**src/rtl/rv32i_pkg.sv**
```systemverilog
`default_nettype none
// +----------------------------------------------------------------------------+
// | Package  : rv32i_pkg                                                        |
// | Purpose  : Shared RV32I load/store definitions: LSU state encoding, the     |
// |            load/store funct3 codes and funct3 legality helpers.            |
// | Revision : 1.0 - initial release                                            |
// +----------------------------------------------------------------------------+
package rv32i_pkg;

    typedef enum logic [1:0] {
        ST_IDLE = 2'd0,
        ST_REQ  = 2'd1,
        ST_WAIT = 2'd2,
        ST_RESP = 2'd3
    } lsu_state_t;

    localparam logic [2:0] LB  = 3'b000;
    localparam logic [2:0] LH  = 3'b001;
    localparam logic [2:0] LW  = 3'b010;
    localparam logic [2:0] LBU = 3'b100;
    localparam logic [2:0] LHU = 3'b101;
    localparam logic [2:0] SB  = 3'b000;
    localparam logic [2:0] SH  = 3'b001;
    localparam logic [2:0] SW  = 3'b010;

    function automatic logic load_f3_ok(input logic [2:0] f3);
        return f3 inside {LB, LH, LW, LBU, LHU};
    endfunction

    function automatic logic store_f3_ok(input logic [2:0] f3);
        return f3 inside {SB, SH, SW};
    endfunction

endpackage
`default_nettype wire

```
**src/rtl/lsu_align.sv**
```systemverilog
`default_nettype none
// +----------------------------------------------------------------------------+
// | Module   : lsu_align                                                        |
// | Purpose  : Combinational lane steering. Stores: byte strobes and data      |
// |            replicated across lanes. Loads: lane pick plus sign/zero ext.   |
// | Ports    : funct3     in  3   width/sign code                              |
// |            offset     in  2   addr[1:0]                                    |
// |            store_data in  32  rs2 value                                    |
// |            rdata      in  32  memory read word                             |
// |            wstrb      out 4   byte strobes                                 |
// |            wdata      out 32  replicated store data                        |
// |            load_data  out 32  extended load result                         |
// | Revision : 1.0 - initial release                                            |
// +----------------------------------------------------------------------------+
module lsu_align
    import rv32i_pkg::*;
(
    input  logic [2:0]  funct3,
    input  logic [1:0]  offset,
    input  logic [31:0] store_data,
    input  logic [31:0] rdata,
    output logic [3:0]  wstrb,
    output logic [31:0] wdata,
    output logic [31:0] load_data
);

    logic [7:0]  lane_b;
    logic [15:0] lane_h;

    always_comb begin
        wstrb     = 4'b0000;
        wdata     = 32'h0;
        load_data = 32'h0;

        // Halfword selection uses offset[1] only and words ignore the offset,
        // so misaligned low bits behave as zero when not trapped upstream.
        lane_b = rdata[{offset, 3'b000} +: 8];
        lane_h = offset[1] ? rdata[31:16] : rdata[15:0];

        case (funct3)
            LB:      load_data = {{24{lane_b[7]}}, lane_b};
            LBU:     load_data = {24'h0, lane_b};
            LH:      load_data = {{16{lane_h[15]}}, lane_h};
            LHU:     load_data = {16'h0, lane_h};
            LW:      load_data = rdata;
            default: load_data = 32'h0;
        endcase

        case (funct3)
            SB: begin
                wstrb = 4'b0001 << offset;
                wdata = {4{store_data[7:0]}};
            end
            SH: begin
                wstrb = offset[1] ? 4'b1100 : 4'b0011;
                wdata = {2{store_data[15:0]}};
            end
            SW: begin
                wstrb = 4'b1111;
                wdata = store_data;
            end
            default: begin
                wstrb = 4'b0000;
                wdata = 32'h0;
            end
        endcase
    end

endmodule
`default_nettype wire

```
**src/rtl/lsu.sv**
```systemverilog
`default_nettype none
// +----------------------------------------------------------------------------+
// | Module   : lsu                                                              |
// | Purpose  : RV32I load/store unit. Accepts one op in IDLE, issues a single  |
// |            request, waits for grant (and read data for loads) and emits a  |
// |            one-cycle writeback pulse. Malformed ops and timeouts complete  |
// |            with err=1 and never write the register file.                   |
// | Ports    : clk, rst_n (async, active low)                                  |
// |            req_valid/req_ready, is_load, is_store, funct3, addr,           |
// |            store_data, rd_addr                     - execute side          |
// |            mem_req, mem_we, mem_addr, mem_wstrb, mem_wdata, mem_gnt,       |
// |            mem_rvalid, mem_rdata                   - memory side           |
// |            wb_valid, wb_we, wb_rd_addr, wb_data, err - writeback side      |
// | Macro    : LSU_MISALIGN_TRAP_EN - misaligned LH/LHU/LW/SH/SW complete with  |
// |            err=1 instead of accessing memory.                              |
// | Revision : 1.0 - initial release                                            |
// +----------------------------------------------------------------------------+
module lsu
    import rv32i_pkg::*;
#(
    parameter int MEM_TIMEOUT = 255
) (
    input  logic        clk,
    input  logic        rst_n,
    input  logic        req_valid,
    output logic        req_ready,
    input  logic        is_load,
    input  logic        is_store,
    input  logic [2:0]  funct3,
    input  logic [31:0] addr,
    input  logic [31:0] store_data,
    input  logic [4:0]  rd_addr,
    output logic        mem_req,
    output logic        mem_we,
    output logic [31:0] mem_addr,
    output logic [3:0]  mem_wstrb,
    output logic [31:0] mem_wdata,
    input  logic        mem_gnt,
    input  logic        mem_rvalid,
    input  logic [31:0] mem_rdata,
    output logic        wb_valid,
    output logic        wb_we,
    output logic [4:0]  wb_rd_addr,
    output logic [31:0] wb_data,
    output logic        err
);

    localparam int              CW       = (MEM_TIMEOUT < 2) ? 1 : $clog2(MEM_TIMEOUT + 1);
    localparam logic [CW-1:0]   CNT_LAST = CW'(MEM_TIMEOUT - 1);

    lsu_state_t  state, state_nxt;
    logic        op_load;
    logic [2:0]  f3_q;
    logic [31:0] addr_q;
    logic [31:0] sdata_q;
    logic [4:0]  rd_q;
    logic        err_q;
    logic [31:0] ldata_q;
    logic [CW-1:0] cnt;

    logic        op_bad;
    logic        timeout;
    logic [3:0]  al_wstrb;
    logic [31:0] al_wdata;
    logic [31:0] al_load;

    lsu_align u_align (
        .funct3     (f3_q),
        .offset     (addr_q[1:0]),
        .store_data (sdata_q),
        .rdata      (mem_rdata),
        .wstrb      (al_wstrb),
        .wdata      (al_wdata),
        .load_data  (al_load)
    );

    // Validity of the op presented this cycle, evaluated at acceptance.
`ifdef LSU_MISALIGN_TRAP_EN
    logic misalign;
    always_comb begin
        misalign = ((funct3[1:0] == 2'b01) && addr[0]) ||
                   ((funct3[1:0] == 2'b10) && (addr[1:0] != 2'b00));
    end
`endif

    always_comb begin
        op_bad = (is_load == is_store) ||
                 (is_load  && !load_f3_ok(funct3)) ||
                 (is_store && !store_f3_ok(funct3));
`ifdef LSU_MISALIGN_TRAP_EN
        op_bad = op_bad || misalign;
`endif
    end

    // The counter is cleared on entry to REQ/WAIT, so it holds the number of
    // cycles already spent there; the last allowed cycle is MEM_TIMEOUT-1.
    assign timeout = (cnt == CNT_LAST);

    always_ff @(posedge clk or negedge rst_n) begin
        if (!rst_n) begin
            state <= ST_IDLE;
        end else begin
            state <= state_nxt;
        end
    end

    always_comb begin
        state_nxt = state;
        req_ready = 1'b0;
        mem_req   = 1'b0;
        wb_valid  = 1'b0;
        case (state)
            ST_IDLE: begin
                req_ready = 1'b1;
                if (req_valid) begin
                    state_nxt = op_bad ? ST_RESP : ST_REQ;
                end
            end
            ST_REQ: begin
                mem_req = 1'b1;
                if (mem_gnt) begin
                    state_nxt = op_load ? ST_WAIT : ST_RESP;
                end else if (timeout) begin
                    state_nxt = ST_RESP;
                end
            end
            ST_WAIT: begin
                if (mem_rvalid || timeout) begin
                    state_nxt = ST_RESP;
                end
            end
            ST_RESP: begin
                wb_valid  = 1'b1;
                state_nxt = ST_IDLE;
            end
            default: state_nxt = ST_IDLE;
        endcase
    end

    always_ff @(posedge clk or negedge rst_n) begin
        if (!rst_n) begin
            op_load <= 1'b0;
            f3_q    <= 3'b000;
            addr_q  <= 32'h0;
            sdata_q <= 32'h0;
            rd_q    <= 5'd0;
            err_q   <= 1'b0;
            ldata_q <= 32'h0;
            cnt     <= '0;
        end else begin
            if ((state_nxt != state) || !((state == ST_REQ) || (state == ST_WAIT))) begin
                cnt <= '0;
            end else begin
                cnt <= cnt + 1'b1;
            end

            if ((state == ST_IDLE) && req_valid) begin
                op_load <= is_load;
                f3_q    <= funct3;
                addr_q  <= addr;
                sdata_q <= store_data;
                rd_q    <= rd_addr;
                err_q   <= op_bad;
                ldata_q <= 32'h0;
            end

            if ((state == ST_REQ) && !mem_gnt && timeout) begin
                err_q <= 1'b1;
            end

            if (state == ST_WAIT) begin
                if (mem_rvalid) begin
                    ldata_q <= al_load;
                end else if (timeout) begin
                    err_q <= 1'b1;
                end
            end
        end
    end

    assign mem_we     = mem_req && !op_load;
    assign mem_addr   = {addr_q[31:2], 2'b00};
    assign mem_wstrb  = mem_we ? al_wstrb : 4'b0000;
    assign mem_wdata  = mem_we ? al_wdata : 32'h0;

    assign err        = wb_valid && err_q;
    assign wb_we      = wb_valid && op_load && !err_q && (rd_q != 5'd0);
    assign wb_rd_addr = rd_q;
    assign wb_data    = (wb_valid && op_load && !err_q) ? ldata_q : 32'h0;

endmodule
`default_nettype wire

```
**config.mk**
```make
export PLATFORM = sky130hd
export DESIGN_NAME = lsu
export DESIGN_NICKNAME = d
export VERILOG_FILES = /design/src/rtl/rv32i_pkg.sv /design/src/rtl/lsu_align.sv /design/src/rtl/lsu.sv
export SDC_FILE = /design/constraint.sdc
export NUM_CORES = 1
export LEC_CHECK = 0
export ABC_CLOCK_PERIOD_IN_PS = 4000
export CAP_MARGIN = 20
export CORE_MARGIN = 5
export CORE_UTILIZATION = 49
export DETAILED_ROUTE_END_ITERATION = 12
export PLACE_DENSITY = 0.94
export SYNTH_ARGS = -nofsm -noshare
export SYNTH_HDL_FRONTEND = slang
export SYNTH_SLANG_ARGS = --single-unit
```
**constraint.sdc**
```tcl
create_clock -name clk -period 4 [get_ports clk]
set_clock_uncertainty 0.2 [all_clocks]
set_input_delay 0.6 -clock clk [delete_from_list [all_inputs] [get_ports clk]]
set_output_delay 0.6 -clock clk [all_outputs]
set_load 0.02 [all_outputs]
```
* After elaboration in Yosys (flattened, before gate mapping)
Index checks and enable logic that the tools add are counted.
Widths: inputs -> output; s select.
** Storage, ports and cells
- Register bits after elaboration :: 116
- Latch bits :: 0
- RAM bits :: 0
- Memory bits (read-only) :: 0
- Output and inout bits :: 111
- Logic and storage cells :: 80
- Memories :: 0
** Operators by class
- $add $sub $neg :: 1
- Multiply operators :: 0
- Div/mod/pow operators :: 0
- $lt $le $gt $ge :: 0
- Equal/unequal tests :: 14
- Shifts and indexed selects :: 2
- Multiplexer cells :: 27
- Bitwise gates (word level) :: 0
- Reduce and logical (&&, ||, !) cells :: 27
** Operators with widths (count)
- $mux 32 :: 5
- $pmux 32 s5 :: 1
- $pmux 32 s3 :: 1
- $shiftx 32x6->8 :: 1
- $mux 16 :: 1
- $eq 3x3->1 const B :: 4
- $pmux 4 s3 :: 1
- $logic_and 1x1->1 :: 10
- $mux 2 :: 5
- $reduce_bool 5->1 :: 2
- $mux 1 :: 9
- $add 8x1->8 const B :: 1
- $eq 8x8->1 const B :: 1
- $mux 4 :: 2
- $mux 8 :: 1
- $pmux 2 s4 :: 1
- $eq 3x1->1 const B :: 2
- $eq 3x2->1 const B :: 2
- $logic_not 1->1 :: 6
- $logic_not 3->1 :: 2
- $logic_or 1x1->1 :: 5
- $eq 2x2->1 const B :: 2
- $shl 1x2->4 const A :: 1
- $reduce_bool 3->1 :: 1
- other kinds (4) :: 4

* Longest topological paths before layout
Gate-level depths: netlist of the first run.
- Depth after elaboration :: 12
- Depth in mapped cells :: 8
- Gate-level depth less buffers :: 7

* Modules after synthesis
From an unflattened synthesis of the first run, not the netlist that was laid out.
** Second synthesis, totals
- Cell total of the unflattened synthesis :: 652
- Area total of the unflattened synthesis :: 6751.5 sq um
** Modules (own cells, without submodules)
- lsu :: times used 1, cells each 418, area each 5306.3 sq um, seq. area each 2902.8 sq um
- lsu_align :: times used 1, cells each 234, area each 1445.1 sq um, seq. area each 0.0 sq um

* Worst setup path after synthesis of the first run
OpenSTA, ideal clock, no wires.
- Path type :: register to output
- Start :: register state[1]
- End :: output mem_wdata[1]
- Arrival time :: 2.140 ns
- Data required time :: 3.200 ns
- Setup slack :: 1.060 ns
- Cell stages (with the launch flop) :: 9
- Buffers on the path :: 2
- Cell sequence :: dfrtp_1 inv_1 ha_1 inv_1 or3_1 clkbuf_1 a21oi_1 clkbuf_1 and2_1
** On the way
- Word-level cells in the longest chain between the ends :: 4
** RTL lines
- start: declaration :: RTL line lsu.sv:51 : lsu_state_t state, state_nxt;
- start signal: assignment :: RTL line lsu.sv:103 : state <= state_nxt;
- $eq 2x1->1 :: RTL line lsu.sv:112 : case (state)
- $mux 1 :: RTL line lsu.sv:112
- net mem_req :: RTL line lsu.sv:33 : output logic mem_req,
- $logic_and 1x1->1 :: RTL line lsu.sv:181 : assign mem_we = mem_req && !op_load;
- $mux 32 :: RTL line lsu.sv:184 : assign mem_wdata = mem_we ? al_wdata : 32'h0;
- end: declaration :: RTL line lsu.sv:37 : output logic [31:0] mem_wdata,
The timed path passes the listed nets, and every way through them passes these cells.

* Worst setup path in the final report of the first run
- Start :: register state[1]
- End :: output mem_wdata[0]
** On the way
- Word-level cells in the longest chain between the ends :: 4
** RTL lines (RTL line)
- $eq 2x1->1 :: lsu.sv:112
- $mux 1 :: lsu.sv:112
- $logic_and 1x1->1 :: lsu.sv:181
- $mux 32 :: lsu.sv:184
Every way passes these cells.

==> results.env, run 1 <==
FLOORPLAN.DIE.WIDTH_UM=121
TIMING.FINAL.HOLD_VIOLATIONS=0
CTS_BUFS_INSERTED=17
POWER.SHARE.CLOCK_PCT=22.1
TOTAL_CORE_AREA_UM2=12100
ANTENNA_FOUND_INITIAL=0
AREA_OVERHEAD_OF_THE_LAYOUT_RELATIVE_TO_SYNTHESIS_PCT=44.1
GATE_COUNT_POST_SYNTH=583
FLOORPLAN.IO_PINS=222
CP_COMMON_CELL='inv_1'
DRT_PASS1_ITERATIONS=6
NUMBER_OF_SYNTHESIZED_REGISTER_BITS=116
LARGEST_VDD_SUPPLY_DROP_mV=0.357
CLOCK_LATENCY_ON_THE_WORST_SKEW_PAIR_NS=0.41
YOSYS-TOP-CELLS-AREA='dfrtp_1 (48%), mux2_2 (13%), and2_1 (4.5%)'
BUFS_AND_INVS_ON_WORST_PATH=4
EFFECTIVE_UTILIZATION_AT_FLOORPLAN_PCT=50.3
VIA_COUNT=5270
CRITPATHMAXFANOUT=9
CRITPATHSLOWESTCELL='clkdlybuf4s50_1'
FINAL_PERIOD_MINUS_WORST_SETUP_SLACK_NS=3.83
WORST_SETUP_PATH_END_KIND='primary output'
DRT.ANTENNA.VIOLATING_NETS=0
CLOCK_TREE.HTREE_LEVEL_COUNT=4
TIMING.FINAL.SETUP_VIOLATIONS=0
YS.FLOP_TYPE='dfrtp_1'
POWER_FRAC_SEQ_PCT=32.4
YS.WARNINGS.COUNT=0
REQUIRED_NS=3.20
FMAXACHIEVABLE_MHz=261
DR.FIRST_ITER.DRC_COUNT=598
SYNTH_TOP_FAMILY_BY_AREA='multiplexers'
CELLLEAKAGEPOWER_nW=3.60
FINAL_CELL_AREA_UM2=8740
MAX-CAP-VIOLATIONS=0
ARRIVAL_NS=3.03
SYNTHESIS.AREA_UM2=6060
CTS_TREE='yes'
TNS_NS=0
FIRST_GLOBAL_VIAS=5645
LAYOUT-DRIVE-GT1-SHARE_PCT=15.4
COMB_POWER_SHARE_PCT=45.5
CLOCKBUFFERDEPTH=2
CELL_INTERNAL_PWR_mW=4.05
RUN_STATUS='complete, no violations'
FIN_CRIT_SH_PCT=95.7
UNREPAIRED_SETUP_ENDPOINTS_AFTER_GLOBAL_ROUTING='no'
DIE_HEIGHT_UM=121
SYNTH_XOR_AREA_SHARE_PCT=0.867
POST_CTS_RESIZE_COUNT=0
CTS-ROOT-BUF='clkbuf_16'
SYNTHSIMPLEGATEAREAFRAC_PCT=14.5
CTS_HOLD_BUF=0
DESIGN.DIE.AREA_UM2=14700
MAX_SLEW_MARGIN_PCT=38.9
CRITPATHTOPFAMILY='buffers and inverters'
PNR_TOTAL_POWER_mW=6.54
DETAILEDPLACEMENTHPWL_UM=13000
ROUTED_VIA_DENSITY=5.56
POST-CTS-SETUP-BUFFER-COUNT=0
STD_CELL_ROWS=40
FILLERS=828
CPPEAKSTAGEDELAY_NS=0.63
CRITPATHKIND='reg2out'
DETAIL_ROUTE.WL_PER_CELL_UM=19.0
GRT_START_MAX_NET_PINS=61
P_SW_mW=2.49
PATH_CELLS='inv_1 > ha_1 > inv_1 > or3_1 > a21oi_2 > buf_4 > and2_1 > clkdlybuf4s50_1'
PATH_CLK_SLEW_NS=0.05
FINAL-MAX-SLEW-VIOLATION-COUNT=0
POST_SYNTH_EDFFS=0
SHARE_OF_THE_YOSYS_CHIP_AREA_BELONGING_TO_REGISTERS_PCT=47.9
GR_OVERFLOW_TOTAL=0
YOSYS.AREA.TOP_TYPE_SHARE_PCT=47.9
CRITICAL_PATH.STARTPOINT_TYPE='register'
YOSYS-MUX-AREA-FRACTION_PCT=14.9
SYNTH_ADDER_AREA_SHARE_PCT=1.44
FINISH.NET_COUNT=886
SHARE_OF_THE_SYNTHESIZED_AREA_IN_COMPOUND_GATES_AO_OA_AOI_OAI_PCT=13.1
HOLD_PATH_CLASS='in2async'
GRT_USE_TOTAL_PCT=24.7
SYNTH_TOP_AREA_CELL='dfrtp_1'
ANTENNA_CELLS=0
NETSWITCHINGFRACTION_PCT=38.0
SYNTH-ASYNC-RESET-RATIO_PCT=100
GRT_PASS1_WL_UM=28700
GPL.FINAL_WEIGHTED_CONGESTION=0.895
DRC_VIOLATIONS_LEFT=0
PORTBUFFERS=219
ROUTED_WIRELENGTH_UM=18000
YOSYSUNIQUECELLTYPES=46
MAX_SLEW.WORST_PIN.SLEW_NS=0.910
CLOCK_SINK_COUNT=116
POST_SYNTH.CELL_AREA_AVG_UM2=10.4
PWR_DENSITY_CELL_nW_PER_UM2=749
PLACED_CELL_AREA_UM2=8170
## flip-flops by register name, summed over array words and instances (netlist names), 2 cells and up
signal      flops
addr_q         32
cnt             8
f3_q            3
ldata_q        32
sdata_q        32
state           2
wb_rd_addr      5
## path summary, 6_finish.rpt
path	end	cells past startpoint	start	slack [ns]
max reg2reg	cnt[4]$_DFF_PN0_	7	state[1]$_DFF_PN0_	1.33
min reg2reg	ldata_q[1]$_DFF_PN0_	2	ldata_q[1]$_DFF_PN0_	0.28
min in group clk	ldata_q[1]$_DFF_PN0_	2	ldata_q[1]$_DFF_PN0_	0.28
max in group asynchronous	addr_q[19]$_DFFE_PN0P_	2	rst_n	2.57
max	mem_wdata[0]	8	state[1]$_DFF_PN0_	0.17
min	sdata_q[23]$_DFFE_PN0P_	1	rst_n	0.05
## power groups by stage
stage	sequential [mW]	combinational (mW)	clock (mW)
global placement	2.08	2.84	0
floorplan	1.96	2.15	0
detailed placement	2.12	2.94	0
CTS	2.11	2.98	1.46
global route	2.18	3.21	1.52
finish	2.12	2.98	1.45
## cells by family (layout without fill, tap and decap cells)
group / after synthesis / after routing
AO/OA/AOI/OAI: 120 / 120
XOR/XNOR: 6 / 6
adder cells (fa/ha/maj): 7 / 7
buffers and inverters: 78 / 273
flip-flops: 116 / 116
multiplexers: 80 / 80
other: 1 / 2
AND/OR/NAND/NOR: 175 / 175
## cell usage after synthesis (2+ instances only)
cell / instances
xor2_1: 2
buf_6: 2
buf_4: 32
nor2b_1: 13
mux2i_1: 8
buf_1: 5
nor3_1: 12
nand4_1: 3
clkbuf_1: 16
buf_2: 12
xnor2_1: 4
a221o_1: 17
or4_1: 2
a221oi_1: 10
o21a_1: 5
o211ai_1: 2
a21oi_1: 53
dfrtp_1: 116
o221ai_1: 6
o21ai_0: 15
o21ai_1: 2
ha_1: 7
and2_1: 44
nand3_1: 4
nor2_1: 57
mux2_2: 71
nand2_1: 32
nand2b_1: 2
inv_1: 11
and3_1: 2
## cell type report
class                           count  area (um^2)  area share (%)
Clock buffer                       26          519            5.94
Inverter                           11         41.3           0.473
Clock inverter                      4         45.0           0.516
Timing Repair Buffer              232         2290            26.2
Tap cell                          168          210            2.41
Multi-Input combinational cell    390         2730            31.3
Sequential cell                   116         2900            33.2
## per-layer routing
metal | GRT usage [%] | routed length [um]
met4 | 10.2 | 505
met5 | 0 | 0
met2 | 42.5 | 9210
met3 | 8.07 | 1680
met1 | 28.2 | 6590
## placed cells by master, fill, tap and decap left out, types with 8 or more instances in the layout
cell type,count
inv_1,11
o21ai_0,15
nor2b_1,13
buf_4,14
and2_1,43
nor3_1,12
clkbuf_16,17
nor2_1,57
mux2i_1,8
dfrtp_1,116
clkdlybuf4s50_1,218
a221oi_1,10
nand2_1,32
a21oi_1,51
a221o_1,17
mux2_2,71
## per-stage QoR
| step | utilization [%] | hold slack (ns) | setup slack, ns | cells |
|---|---|---|---|---|
| after global routing | 72.4 | 0.124 | 0.0425 | 947 |
| final | 72.4 | 0.0534 | 0.171 | 947 |
| after detailed placement | 67.7 | 0.267 | 0.485 | 917 |
| after CTS | 72.4 | 0.0859 | 0.0196 | 947 |
| after global placement | 67.7 | 0.252 | 0.622 | 917 |
| after floorplan | - | 0.104 | 1.06 | 584 |
## worst register-to-register path, stage by stage, from the launching register on
cell     delay, ns
dfrtp_1       0.47
inv_1         0.16
ha_1          0.34
and2_2        0.25
buf_4         0.43
and3_1        0.29
o22a_1        0.31
nor3_1        0.09
Power figures use the tool's default switching activity.
==> run 2: changes to the inputs <==
--- a/config.mk
+++ b/config.mk
@@ -5,12 +5,14 @@
 export SDC_FILE = /design/constraint.sdc
 export NUM_CORES = 1
 export LEC_CHECK = 0
+export ABC_AREA = 1
 export ABC_CLOCK_PERIOD_IN_PS = 4000
 export CAP_MARGIN = 20
 export CORE_MARGIN = 5
 export CORE_UTILIZATION = 49
 export DETAILED_ROUTE_END_ITERATION = 12
-export PLACE_DENSITY = 0.94
+export GPL_TIMING_DRIVEN = 0
+export PLACE_DENSITY = 0.93
 export SYNTH_ARGS = -nofsm -noshare
 export SYNTH_HDL_FRONTEND = slang
 export SYNTH_SLANG_ARGS = --single-unit
==> results.env, run 2 <==
PWR_DENSITY_CELL_nW_PER_UM2=751
SYNTHESIS.AREA_UM2=6330
CELLLEAKAGEPOWER_nW=4.50
SYNTH-ASYNC-RESET-RATIO_PCT=100
DETAIL_ROUTE.WL_PER_CELL_UM=16.5
STD_CELL_ROWS=41
MAX_SLEW_MARGIN_PCT=54.6
CTS-ROOT-BUF='clkbuf_16'
FIRST_GLOBAL_VIAS=6681
POST-PLACE-WS_NS=0.783
TOP_REGS='addr_q: 32 flops, ldata_q: 32 flops, sdata_q: 32 flops'
CRITPATHMAXFANOUT=10
FMAXACHIEVABLE_MHz=267
PATH_CLK_SLEW_NS=0.06
CRITICAL_PATH.STARTPOINT_TYPE='register'
GPL.FINAL_WEIGHTED_CONGESTION=0.951
POST-SYNTH-TOP-COUNT-CELL='nand2_1'
PORTBUFFERS=219
GRT_USE_TOTAL_PCT=28.0
DR.FIRST_ITER.DRC_COUNT=623
MAX_SLEW.WORST_PIN.SLEW_NS=0.677
FLOORPLAN.DIE.WIDTH_UM=124
POST_SYNTH_EDFFS=0
HOLD_PATH_CLASS='reg2reg'
YS.WARNINGS.COUNT=0
MOST_COMMON_CELL_AFTER_LAYOUT_FILL_AND_TAPS_ASIDE='nand2_1'
CLOCK_SINK_COUNT=116
DETAILEDPLACEMENTHPWL_UM=15500
MOST-COMMON-LAYOUT-CELLS='nand2_1 (302), clkdlybuf4s50_1 (218), dfrtp_1 (116)'
YS.FLOP_TYPE='dfrtp_1'
UNREPAIRED_SETUP_ENDPOINTS_AFTER_GLOBAL_ROUTING='no'
PLACEDCELLCOUNT=1246
CLOCK_LATENCY_ON_THE_WORST_SKEW_PAIR_NS=0.42
VIA_COUNT=6597
CLOCK_TREE.HTREE_LEVEL_COUNT=4
CTS_TREE='yes'
NUMBER_OF_SYNTHESIZED_REGISTER_BITS=116
SYNTH_TOP_AREA_CELL='dfrtp_1'
FLOORPLAN.IO_PINS=222
YOSYS-TOP-CELLS-AREA='dfrtp_1 (46%), nand2_1 (18%), inv_1 (5.8%)'
TOTAL_CORE_AREA_UM2=12600
SHARE_OF_THE_YOSYS_CHIP_AREA_BELONGING_TO_REGISTERS_PCT=45.9
REQUIRED_NS=3.20
CRITPATHKIND='reg2out'
ANTENNA_CELLS=0
WORST_SETUP_PATH_END_KIND='primary output'
ROUTED_VIA_DENSITY=5.16
YOSYSUNIQUECELLTYPES=38
AREA_OVERHEAD_OF_THE_LAYOUT_RELATIVE_TO_SYNTHESIS_PCT=49.3
DRT_PASS1_ITERATIONS=5
YOSYS.AREA.TOP_TYPE_SHARE_PCT=45.9
FIN_CRIT_SH_PCT=93.6
GROUTE.LAYER.MET2.USAGE_PCT=47.3
FILLERS=890
TIMING.FINAL.SETUP_VIOLATIONS=0
MET3_USAGE_PCT=6.77
DRT.ANTENNA.VIOLATING_NETS=0
DRC_VIOLATIONS_LEFT=0
ARRIVAL_NS=2.95
FINISH.NET_COUNT=1212
LARGEST_VDD_SUPPLY_DROP_mV=0.434
RUN_STATUS='complete, no violations'
ANTENNA_FOUND_INITIAL=0
EFFECTIVE_UTILIZATION_AT_FLOORPLAN_PCT=50.1
LAYOUT-DRIVE-GT1-SHARE_PCT=8.22
FINAL-MAX-SLEW-VIOLATION-COUNT=0
DIE_HEIGHT_UM=124
GRT_PASS1_WL_UM=33100
FINAL_SETUP_MARGIN_NS=0.254
CLOCKBUFFERDEPTH=2
ROUTED_WIRELENGTH_UM=21100
MAX-CAP-VIOLATIONS=0
GRTUSAGEMET1_PCT=33.7
GATE_COUNT_POST_SYNTH=853
LAYOUT.CELLS.NON_FILLER=1279
POST_SYNTH.CELL_AREA_AVG_UM2=7.42
TIMING.FINAL.HOLD_VIOLATIONS=0
FINAL_PERIOD_MINUS_WORST_SETUP_SLACK_NS=3.75
GR_OVERFLOW_TOTAL=0
CTS_BUFS_INSERTED=17
SYNTHTOPCELLSBYCOUNT='nand2_1 (302), dfrtp_1 (116), inv_1 (98), o21ai_0 (70), nor2_1 (60)'
TOP_USAGE_LAYER='met2'
GRT_START_MAX_NET_PINS=92
DESIGN.DIE.AREA_UM2=15300
run 2: layout make-up:
cell class / count / area (um^2) / share of cell area [%]
clock inverter: 8 / 169 / 1.79
buffer: 75 / 425 / 4.50
multi-input combinational: 559 / 2610 / 27.6
tap: 172 / 215 / 2.28
sequential: 116 / 2900 / 30.7
inverter: 104 / 393 / 4.16
clock buffer: 24 / 502 / 5.31
timing repair buffer: 221 / 2230 / 23.6
run 2: path summary, 6_finish.rpt:
kind	slack [ns]	from	endpoint	cells after the start
max reg2reg	1.33	state[0]$_DFF_PN0_	sdata_q[14]$_DFFE_PN0P_	7
max	0.25	state[1]$_DFF_PN0_	mem_wstrb[0]	8
max in group asynchronous	2.48	rst_n	addr_q[24]$_DFFE_PN0P_	3
min reg2reg	0.28	addr_q[12]$_DFFE_PN0P_	addr_q[12]$_DFFE_PN0P_	2
min	0.28	addr_q[12]$_DFFE_PN0P_	addr_q[12]$_DFFE_PN0P_	2
min in group asynchronous	0.41	rst_n	addr_q[3]$_DFFE_PN0P_	2
run 2: report_power, final:
part	switching, mW	leakage [nW]	internal [mW]
clock network	0.538	0.330	1.19
registers	0.291	1.49	1.66
logic	2.03	2.68	1.39
total	2.86	4.50	4.24
run 2: per-layer routing:
layer	wire (um)	up-vias
met5	0	-
met4	886	0
met3	1710	73
met2	10400	340
met1	8190	3053
li1	-	3131
run 2: cells by family (layout without fill, tap and decap cells):
group	after synthesis	after routing	share of synthesized area [%]
adder cells (fa/ha/maj)	7	7	1.38
other	1	2	0.0593
AO/OA/AOI/OAI	152	152	14.4
buffers and inverters	179	432	12.9
AND/OR/NAND/NOR	392	392	24.6
flip-flops	116	116	45.9
XOR/XNOR	6	6	0.830
run 2: worst max-delay path, cell delays in order, from the launching register on:
cell and delay [ns]:
dfrtp_1 0.45, inv_1 0.14, ha_1 0.24, inv_1 0.10, nor2_1 0.26, clkbuf_1 0.45, o21ai_0 0.17, inv_1 0.09
clkdlybuf4s50_1 0.63
run 2: metrics by stage:
stage / hold WS [ns] / instance area (um^2) / power [mW] / util, % / TNS [ns]
6_report: 0.281 / 9450 / 7.10 / 74.9 / 0
5_1_grt: 0.304 / 9450 / 7.51 / 74.9 / 0
4_1_cts: 0.282 / 9450 / 7.08 / 74.9 / 0
3_5_place_dp: 0.266 / 8770 / 5.30 / 69.5 / 0
3_3_place_gp: 0.263 / 8740 / 5.19 / 69.3 / -259.20
2_1_floorplan: 0.104 / 6330 / 3.99 / - / 0
run 2: repair_timing:
action,CTS,global route
hold endpoints to repair,25,0
hold buffers,1,0
gates resized for setup,0,0
setup buffers,0,0
==> run 3: changes to the inputs <==
--- a/config.mk
+++ b/config.mk
@@ -10,6 +10,7 @@
 export CAP_MARGIN = 20
 export CORE_MARGIN = 5
 export CORE_UTILIZATION = 49
+export CTS_CLUSTER_SIZE = 40
 export DETAILED_ROUTE_END_ITERATION = 12
 export GPL_TIMING_DRIVEN = 0
 export PLACE_DENSITY = 0.93
==> results of run 3 <==
Final layout, timing and power as in run 2 (identical DEF).
